## src/rtl/cypherdb_op_responder_pkg.sv

```systemverilog
// ---------------------------------------------------------------------------
// cypherdb_op_responder_pkg
//   Shared definitions for the CypherDB operation responder:
//   - default widths for register indices and engine data
//   - default engine timeout and counter width
//   - responder FSM state encoding (IDLE=0, REQ=1, WAIT=2)
// ---------------------------------------------------------------------------
package cypherdb_op_responder_pkg;

  // Register index width (OR1200 GPR file has 32 entries)
  localparam int CDB_AW      = 5;
  // Engine result / register writeback width
  localparam int CDB_DW      = 32;
  // Number of WAIT cycles allowed for eng_done before aborting
  localparam int CDB_TIMEOUT = 16;
  // Timeout counter width; must be able to hold CDB_TIMEOUT-1
  localparam int CDB_TW      = 5;

  // State codes are fixed so they line up with the legacy shared defines
  typedef enum logic [1:0] {
    ST_IDLE = 2'd0,
    ST_REQ  = 2'd1,
    ST_WAIT = 2'd2
  } state_t;

  // Minimum counter width able to hold (timeout - 1), never below 1 bit
  function automatic int min_tw(input int timeout);
    int w;
    w = $clog2(timeout);
    return (w < 1) ? 1 : w;
  endfunction

endpackage

```

## src/rtl/cypherdb_op_responder_if.sv

```systemverilog
// ---------------------------------------------------------------------------
// cypherdb_op_responder_if
//   Bundles the three sides of the responder:
//   - start side     : start_pulse, cache_ra, cache_rb
//   - engine side    : eng_req, eng_ra, eng_rb, eng_ack, eng_done, eng_result
//   - writeback side : wb_en, wb_addr, wb_data, done_pulse
//   - status         : timeout_err, overrun, resp_stall
//   slave  : the responder itself (drives engine request and writeback)
//   master : whatever surrounds it (pulse generator, engine, register file)
// ---------------------------------------------------------------------------
interface cypherdb_op_responder_if
  import cypherdb_op_responder_pkg::*;
#(
  parameter int AW = CDB_AW,
  parameter int DW = CDB_DW
);

  logic          start_pulse;
  logic [AW-1:0] cache_ra;
  logic [AW-1:0] cache_rb;

  logic          eng_req;
  logic [AW-1:0] eng_ra;
  logic [AW-1:0] eng_rb;
  logic          eng_ack;
  logic          eng_done;
  logic [DW-1:0] eng_result;

  logic          wb_en;
  logic [AW-1:0] wb_addr;
  logic [DW-1:0] wb_data;
  logic          done_pulse;

  logic          timeout_err;
  logic          overrun;
  logic          resp_stall;

  modport slave (
    input  start_pulse, cache_ra, cache_rb,
    input  eng_ack, eng_done, eng_result,
    output eng_req, eng_ra, eng_rb,
    output wb_en, wb_addr, wb_data, done_pulse,
    output timeout_err, overrun, resp_stall
  );

  modport master (
    output start_pulse, cache_ra, cache_rb,
    output eng_ack, eng_done, eng_result,
    input  eng_req, eng_ra, eng_rb,
    input  wb_en, wb_addr, wb_data, done_pulse,
    input  timeout_err, overrun, resp_stall
  );

endinterface

```

## src/rtl/cypherdb_timeout_ctr.sv

```systemverilog
// ---------------------------------------------------------------------------
// cypherdb_timeout_ctr
//   Loadable down-counter used to bound the wait for the engine result.
//   Ports:
//     clk       in   system clock
//     rst       in   synchronous, active-low reset (count -> 0)
//     load      in   load count from load_val (has priority over dec)
//     load_val  in   TW-bit value to load
//     dec       in   decrement by one; saturates at zero
//     zero      out  count == 0 (decoded from the count register)
// ---------------------------------------------------------------------------
module cypherdb_timeout_ctr #(
  parameter int TW = 5
) (
  input  logic          clk,
  input  logic          rst,
  input  logic          load,
  input  logic [TW-1:0] load_val,
  input  logic          dec,
  output logic          zero
);

  logic [TW-1:0] count_reg;

  always_ff @(posedge clk) begin
    if (!rst) begin
      count_reg <= '0;
    end else if (load) begin
      count_reg <= load_val;
    end else if (dec && (count_reg != '0)) begin
      count_reg <= count_reg - 1'b1;
    end
  end

  assign zero = (count_reg == '0);

endmodule

```

## src/rtl/cypherdb_op_responder.sv

```systemverilog
// ---------------------------------------------------------------------------
// cypherdb_op_responder
//   Receives the one-cycle CypherDB start pulse with the captured ra/rb
//   indices, runs a req/ack handshake with the crypto engine, waits a
//   bounded number of cycles for the engine result and then issues a
//   one-cycle register-file writeback together with a done pulse. The
//   pipeline is stalled (resp_stall) for as long as the FSM is not idle.
//
//   Ports:
//     clk   in   system clock
//     rst   in   synchronous, active-low reset
//     bus   slave modport of cypherdb_op_responder_if:
//           start_pulse/cache_ra/cache_rb   start request from pulse generator
//           eng_req/eng_ra/eng_rb           request to engine, held until ack
//           eng_ack/eng_done/eng_result     engine handshake and result
//           wb_en/wb_addr/wb_data           one-cycle register writeback
//           done_pulse                      one-cycle completion with wb_en
//           timeout_err                     one-cycle pulse on timeout abort
//           overrun                         sticky: start seen while busy
//           resp_stall                      high whenever state != IDLE
//
//   All outputs are registered except resp_stall, which is decoded from
//   the state register so the stall releases in the same cycle the
//   writeback pulse appears.
// ---------------------------------------------------------------------------
module cypherdb_op_responder
  import cypherdb_op_responder_pkg::*;
#(
  parameter int DW      = CDB_DW,
  parameter int AW      = CDB_AW,
  parameter int TIMEOUT = CDB_TIMEOUT,
  parameter int TW      = CDB_TW
) (
  input  logic                     clk,
  input  logic                     rst,
  cypherdb_op_responder_if.slave   bus
);

  // Counter starts at TIMEOUT-1 so that the counter==0 cycle is the
  // TIMEOUT-th WAIT cycle, giving exactly TIMEOUT chances for eng_done.
  localparam logic [TW-1:0] TO_LOAD = TW'(TIMEOUT - 1);

  state_t        state_reg;
  logic          eng_req_reg;
  logic [AW-1:0] eng_ra_reg;
  logic [AW-1:0] eng_rb_reg;
  logic          wb_en_reg;
  logic [AW-1:0] wb_addr_reg;
  logic [DW-1:0] wb_data_reg;
  logic          done_pulse_reg;
  logic          timeout_err_reg;
  logic          overrun_reg;

  logic          ctr_load;
  logic          ctr_dec;
  logic          ctr_zero;

  // Load on the ack that moves REQ -> WAIT; count down every WAIT cycle
  // that has no result. Loading on an ack+done cycle is harmless because
  // the FSM leaves straight for IDLE and never looks at the count.
  assign ctr_load = (state_reg == ST_REQ) && bus.eng_ack;
  assign ctr_dec  = (state_reg == ST_WAIT) && !bus.eng_done;

  cypherdb_timeout_ctr #(
    .TW (TW)
  ) u_timeout_ctr (
    .clk      (clk),
    .rst      (rst),
    .load     (ctr_load),
    .load_val (TO_LOAD),
    .dec      (ctr_dec),
    .zero     (ctr_zero)
  );

  always_ff @(posedge clk) begin
    if (!rst) begin
      state_reg       <= ST_IDLE;
      eng_req_reg     <= 1'b0;
      eng_ra_reg      <= '0;
      eng_rb_reg      <= '0;
      wb_en_reg       <= 1'b0;
      wb_addr_reg     <= '0;
      wb_data_reg     <= '0;
      done_pulse_reg  <= 1'b0;
      timeout_err_reg <= 1'b0;
      overrun_reg     <= 1'b0;
    end else begin
      // Pulse outputs default low so each assertion lasts one cycle
      wb_en_reg       <= 1'b0;
      done_pulse_reg  <= 1'b0;
      timeout_err_reg <= 1'b0;

      // A start while busy is dropped, but remembered until reset
      if (bus.start_pulse && (state_reg != ST_IDLE)) begin
        overrun_reg <= 1'b1;
      end

      case (state_reg)
        ST_IDLE: begin
          if (bus.start_pulse) begin
            eng_ra_reg  <= bus.cache_ra;
            eng_rb_reg  <= bus.cache_rb;
            eng_req_reg <= 1'b1;
            state_reg   <= ST_REQ;
          end
        end

        ST_REQ: begin
          // No timeout here: the engine is required to acknowledge
          if (bus.eng_ack) begin
            eng_req_reg <= 1'b0;
            if (bus.eng_done) begin
              // Result arrived with the ack: skip WAIT entirely
              wb_data_reg    <= bus.eng_result;
              wb_addr_reg    <= eng_ra_reg;
              wb_en_reg      <= 1'b1;
              done_pulse_reg <= 1'b1;
              state_reg      <= ST_IDLE;
            end else begin
              state_reg <= ST_WAIT;
            end
          end
        end

        ST_WAIT: begin
          // eng_done takes priority over the final (counter==0) cycle
          if (bus.eng_done) begin
            wb_data_reg    <= bus.eng_result;
            wb_addr_reg    <= eng_ra_reg;
            wb_en_reg      <= 1'b1;
            done_pulse_reg <= 1'b1;
            state_reg      <= ST_IDLE;
          end else if (ctr_zero) begin
            timeout_err_reg <= 1'b1;
            state_reg       <= ST_IDLE;
          end
        end

        default: begin
          eng_req_reg <= 1'b0;
          state_reg   <= ST_IDLE;
        end
      endcase
    end
  end

  assign bus.eng_req     = eng_req_reg;
  assign bus.eng_ra      = eng_ra_reg;
  assign bus.eng_rb      = eng_rb_reg;
  assign bus.wb_en       = wb_en_reg;
  assign bus.wb_addr     = wb_addr_reg;
  assign bus.wb_data     = wb_data_reg;
  assign bus.done_pulse  = done_pulse_reg;
  assign bus.timeout_err = timeout_err_reg;
  assign bus.overrun     = overrun_reg;
  assign bus.resp_stall  = (state_reg != ST_IDLE);

endmodule

```

## src/flat_wrapper.sv

```systemverilog
// flat-port wrapper written by rule: the top's interface ports become plain ports
module cypherdb_op_responder_flat import cypherdb_op_responder_pkg::*;
#(
  parameter int DW      = CDB_DW,
  parameter int AW      = CDB_AW,
  parameter int TIMEOUT = CDB_TIMEOUT,
  parameter int TW      = CDB_TW
)
  (clk, rst, bus_start_pulse, bus_cache_ra, bus_cache_rb, bus_eng_ack, bus_eng_done, bus_eng_result, bus_eng_req, bus_eng_ra, bus_eng_rb, bus_wb_en, bus_wb_addr, bus_wb_data, bus_done_pulse, bus_timeout_err, bus_overrun, bus_resp_stall);
  cypherdb_op_responder_if #(.AW(AW), .DW(DW)) bus_i ();
  input  logic clk;
  input  logic rst;
  input wire logic [$bits(bus_i.start_pulse)-1:0] bus_start_pulse;
  input wire logic [$bits(bus_i.cache_ra)-1:0] bus_cache_ra;
  input wire logic [$bits(bus_i.cache_rb)-1:0] bus_cache_rb;
  input wire logic [$bits(bus_i.eng_ack)-1:0] bus_eng_ack;
  input wire logic [$bits(bus_i.eng_done)-1:0] bus_eng_done;
  input wire logic [$bits(bus_i.eng_result)-1:0] bus_eng_result;
  output wire logic [$bits(bus_i.eng_req)-1:0] bus_eng_req;
  output wire logic [$bits(bus_i.eng_ra)-1:0] bus_eng_ra;
  output wire logic [$bits(bus_i.eng_rb)-1:0] bus_eng_rb;
  output wire logic [$bits(bus_i.wb_en)-1:0] bus_wb_en;
  output wire logic [$bits(bus_i.wb_addr)-1:0] bus_wb_addr;
  output wire logic [$bits(bus_i.wb_data)-1:0] bus_wb_data;
  output wire logic [$bits(bus_i.done_pulse)-1:0] bus_done_pulse;
  output wire logic [$bits(bus_i.timeout_err)-1:0] bus_timeout_err;
  output wire logic [$bits(bus_i.overrun)-1:0] bus_overrun;
  output wire logic [$bits(bus_i.resp_stall)-1:0] bus_resp_stall;
  assign bus_i.start_pulse = bus_start_pulse;
  assign bus_i.cache_ra = bus_cache_ra;
  assign bus_i.cache_rb = bus_cache_rb;
  assign bus_i.eng_ack = bus_eng_ack;
  assign bus_i.eng_done = bus_eng_done;
  assign bus_i.eng_result = bus_eng_result;
  assign bus_eng_req = bus_i.eng_req;
  assign bus_eng_ra = bus_i.eng_ra;
  assign bus_eng_rb = bus_i.eng_rb;
  assign bus_wb_en = bus_i.wb_en;
  assign bus_wb_addr = bus_i.wb_addr;
  assign bus_wb_data = bus_i.wb_data;
  assign bus_done_pulse = bus_i.done_pulse;
  assign bus_timeout_err = bus_i.timeout_err;
  assign bus_overrun = bus_i.overrun;
  assign bus_resp_stall = bus_i.resp_stall;
  cypherdb_op_responder #(.DW(DW), .AW(AW), .TIMEOUT(TIMEOUT), .TW(TW)) u_core (.clk(clk), .rst(rst), .bus(bus_i));
endmodule
```

## config.mk

```make
export PLATFORM = sky130hd
export DESIGN_NAME = cypherdb_op_responder_flat
export DESIGN_NICKNAME = d
export VERILOG_FILES = /design/src/rtl/cypherdb_op_responder_pkg.sv /design/src/rtl/cypherdb_op_responder_if.sv /design/src/rtl/cypherdb_timeout_ctr.sv /design/src/rtl/cypherdb_op_responder.sv /design/src/flat_wrapper.sv
export SDC_FILE = /design/constraint.sdc
export NUM_CORES = 1
export LEC_CHECK = 0
export ABC_AREA = 1
export ABC_CLOCK_PERIOD_IN_PS = 1600
export CORE_ASPECT_RATIO = 1.5
export CORE_MARGIN = 1.5
export CORE_UTILIZATION = 41
export DETAILED_ROUTE_END_ITERATION = 8
export PLACE_DENSITY = 0.79
export SLEW_MARGIN = 20
export SYNTH_ARGS = -nofsm -noshare
export SYNTH_HDL_FRONTEND = slang
export SYNTH_SLANG_ARGS = --single-unit
```

## constraint.sdc

```tcl
create_clock -name clk -period 1.6 [get_ports clk]
set_input_delay 0.32 -clock clk [delete_from_list [all_inputs] [get_ports clk]]
set_output_delay 0.32 -clock clk [all_outputs]
set_load 0.05 [all_outputs]
```

==> results by group <==
Floorplan
  – Std cell rows: 33
  – Starting Density: 41.92%
  – Area of the die: approximately 6000 sq um
  – DIE WIDTH: approximately 64 microns
  – I/O Pins: 100
  – Chip Height: ~94 microns
  – Core Area: 5409 sq um

Setup path
  – Most common cell on crit path: inv_2
  – WP buf/inv: 3
  – Critical path cell sequence: inv_2 > ha_4 > inv_2 > buf_12
  – Data arrival, critical path: between 1 and 1.5 ns
  – Crit Path Class: reg -> out
  – CP max stage delay: about 0.4 ns
  – Critical path required time: 1.28 ns
  – Worst-path fanout max: 4
  – Startpoint Class: register
  – Critical path capture point type: primary output
  – Crit-path slowest cell: dfxtp_1
  – Cell family with most CP delay: flip-flops
  – Reg-to-reg setup timing slack: around 0.14 ns

Global route
  – Vias in the first global route: between 2000 and 2500
  – Initial antenna violation count: 0
  – Largest net degree at the start of global routing: 53
  – First-pass GRT wire length: roughly 9600 microns
  – GRT Total Usage: 20.90%
  – GRT Residual Overflow: 0

Pwr
  – Worst vdd ir: 0.001143 V
  – Seq pwr share: 29.7%
  – Sw Ratio: 44.32%
  – LEAKAGE: 1.628 nW
  – P_int: around 4.0 mW
  – Cell Pwr Density: about 2100 nW/um^2
  – Comb pwr share: between 40% and 50%
  – Net Sw Power: 3.168 mW
  – Clock Power Share: 20.7%

Drt
  – Routed WL: between 5000 and 6000 microns
  – Via density per instance: approximately 4.7
  – DR DRC count: 0
  – DRT iter0 DRCs: 76
  – TritonRoute pass-1 iters: 4
  – Via count: about 2200
  – Routed length per instance: around 12 microns
  – DRT antenna net count: 0

Outcome
  – Status: finished clean

Placement
  – Detailed Place HPWL: between 4000 and 5000 microns
  – Port buffer count: a little under 100
  – GPL Wtd Cong: ~0.77
  – Placed standard-cell area: roughly 3200 sq um
  – Placed Cells: about 460

Yosys
  – Syn nets: approximately 340
  – Mapped Area: between 2000 and 2500 sq um
  – Post-synth EDFFs: 0
  – Sequential area share after synthesis: between 50% and 60%
  – Synth unique cells: 24
  – Ranking of synthesized cells by area: dfxtp_1 51%, nor2_1 17%, o21ai_1 6.4%
  – Post-synth ARST share: 0%
  – Most used DFF post-synth: dfxtp_1
  – Synthesized flop and latch total: 58
  – Syn Area/Cell: 7.791 sq um
  – Yosys Warn Count: 0
  – Yosys top cell by area: dfxtp_1
  – Synth top area share: 51.21%
  – Cells after Synth: just under 300

STA
  – Hold violation total from the final report: 0
  – Minimum clock period: around 1.5 ns
  – Least-Margin Pin Slew: around 0.26 ns
  – Pins Over Slew Limit: 0
  – Clk_skew: ~0.0056 ns
  – Setup Viol. Count Final: 0
  – Unrepaired setup endpoints after global routing: false
  – Period utilization: between 90% and 100%
  – Fmax: roughly 650 MHz
  – Slew HR: around 83%

Cells and area
  – Multi-input combinational cell area: just over 900 sq um
  – Nets: about 450
  – Design area: approximately 3500 sq um
  – Synthesis-to-layout area growth: 53.37%
  – Reg area: between 1000 and 1500 sq um
  – Fillcell total: 486
  – Share of layout cells above drive strength 1: a little under a quarter
  – Non-filler instance count after layout: ~470
  – Diode count: 0
  – Max FFs per register: 32

Clock tree
  – CTS tree: done
  – Clock Sinks: a little under 60
  – TritonCTS Buffers: 9
  – Clock root buffer: clkbuf_8
  – Reg clk slew, reported paths: ~0.06 ns
  – Setup Buffers After CTS: 0
  – Worst skew pair latency: between 0.3 and 0.4 ns
  – Max clock buf depth: 2
  – CTS H-tree lvls: 3

Run
  – MaxCap Viol Count: 0

Min path
  – HP Class: reg -> reg
## power groups by stage
stage                     clock network, mW  logic [mW]  registers [mW]
after floorplan                           0        1.22            3.34
after global placement                    0        3.45            2.13
after detailed placement                  0        3.50            2.14
after CTS                              1.51        3.52            2.13
after global routing                   1.57        3.81            2.18
final                                  1.48        3.54            2.13
## Yosys cell counts, types with 3 or more instances
master / n
buf_12: 3
o21ai_0: 19
dfxtp_1: 58
nand2_1: 22
inv_1: 13
nand3_1: 13
nor2_1: 100
ha_1: 6
clkbuf_1: 5
a21oi_1: 7
o21ai_1: 29
## kinds of logic after synthesis
group	after synthesis	share of synthesized area (%)
AO/OA/AOI/OAI	57	12.80
adder cells (fa/ha/maj)	6	3.311
buffers and inverters	30	8.168
flip-flops	58	51.21
AND/OR/NAND/NOR	140	24.50
## timing repair
action	CTS	global route
resized for setup	3	5
hold buffers	0	0
endpoints found under the setup margin	1	22
hold endpoints to repair	0	0
## area by class of cell
class | count | share of cell area (%)
clock buffers | 11 | 4.066
clock inverters | 5 | 2.231
inverters | 16 | 1.835
multi-input cells | 203 | 26.84
flip-flops and latches | 58 | 33.43
well taps | 70 | 2.519
repair buffers | 110 | 29.08
## layout by cell type, fill, tap and decap left out, types with 2 or more instances in the layout
cell | Yosys | final
o21ai_1 | 29 | 29
inv_1 | 13 | 11
buf_12 | 3 | 5
buf_4 | 1 | 57
clkbuf_8 | 1 | 10
o21ai_0 | 19 | 19
inv_2 | 2 | 4
nand2_1 | 22 | 22
nor2_1 | 100 | 100
clkinv_2 | 0 | 2
nand3_1 | 13 | 13
clkinvlp_4 | 0 | 2
nand2_2 | 2 | 2
ha_1 | 6 | 5
buf_6 | 1 | 2
a21oi_1 | 7 | 7
bufinv_16 | 0 | 2
clkdlybuf4s50_1 | 0 | 46
dfxtp_1 | 58 | 57
## worst reg2reg max path, delay by kind of cell, from the launching register on
family,cells,cell delay (ns)
fa+ha+maj,1,0.23
buf+inv,3,0.31
flops,1,0.39
simple gates,5,0.43
## through the flow
| stage | power [mW] | utilization [%] | TNS [ns] | hold slack (ns) | worst slack [ns] |
|---|---|---|---|---|---|
| floorplan | 4.561 | - | 0 | 0.4412 | 0.04058 |
| global placement | 5.582 | 59.77 | -0.1122 | 0.4491 | -0.01789 |
| detailed placement | 5.646 | 59.77 | -0.4797 | 0.4608 | -0.04542 |
| CTS | 7.158 | 63.89 | 0 | 0.4699 | 0.01618 |
| global route | 7.562 | 64.28 | 0 | 0.4857 | 0.01096 |
| finish | 7.149 | 64.28 | 0 | 0.4728 | 0.06961 |
## worst paths after layout
| path | start | end | cells after the start |
|---|---|---|---|
| worst max-delay path | u_core.state_reg[1] | bus_resp_stall | 4 |
| worst min-delay path | u_core.u_timeout_ctr.count_reg[4] | u_core.u_timeout_ctr.count_reg[4] | 2 |
| worst max register to register | u_core.state_reg[1] | u_core.bus.wb_data[5] | 9 |
| worst min register to register | u_core.u_timeout_ctr.count_reg[4] | u_core.u_timeout_ctr.count_reg[4] | 2 |
## layer usage
layer	GRT usage, %	up-vias	share of wire [%]
met5	0	-	0
met4	12.68	0	3.7
met3	4.916	16	4.9
met2	37.19	59	53
met1	22.00	1009	38
li1	-	1143	-
Note: power is estimated with default switching activity, not from simulation.
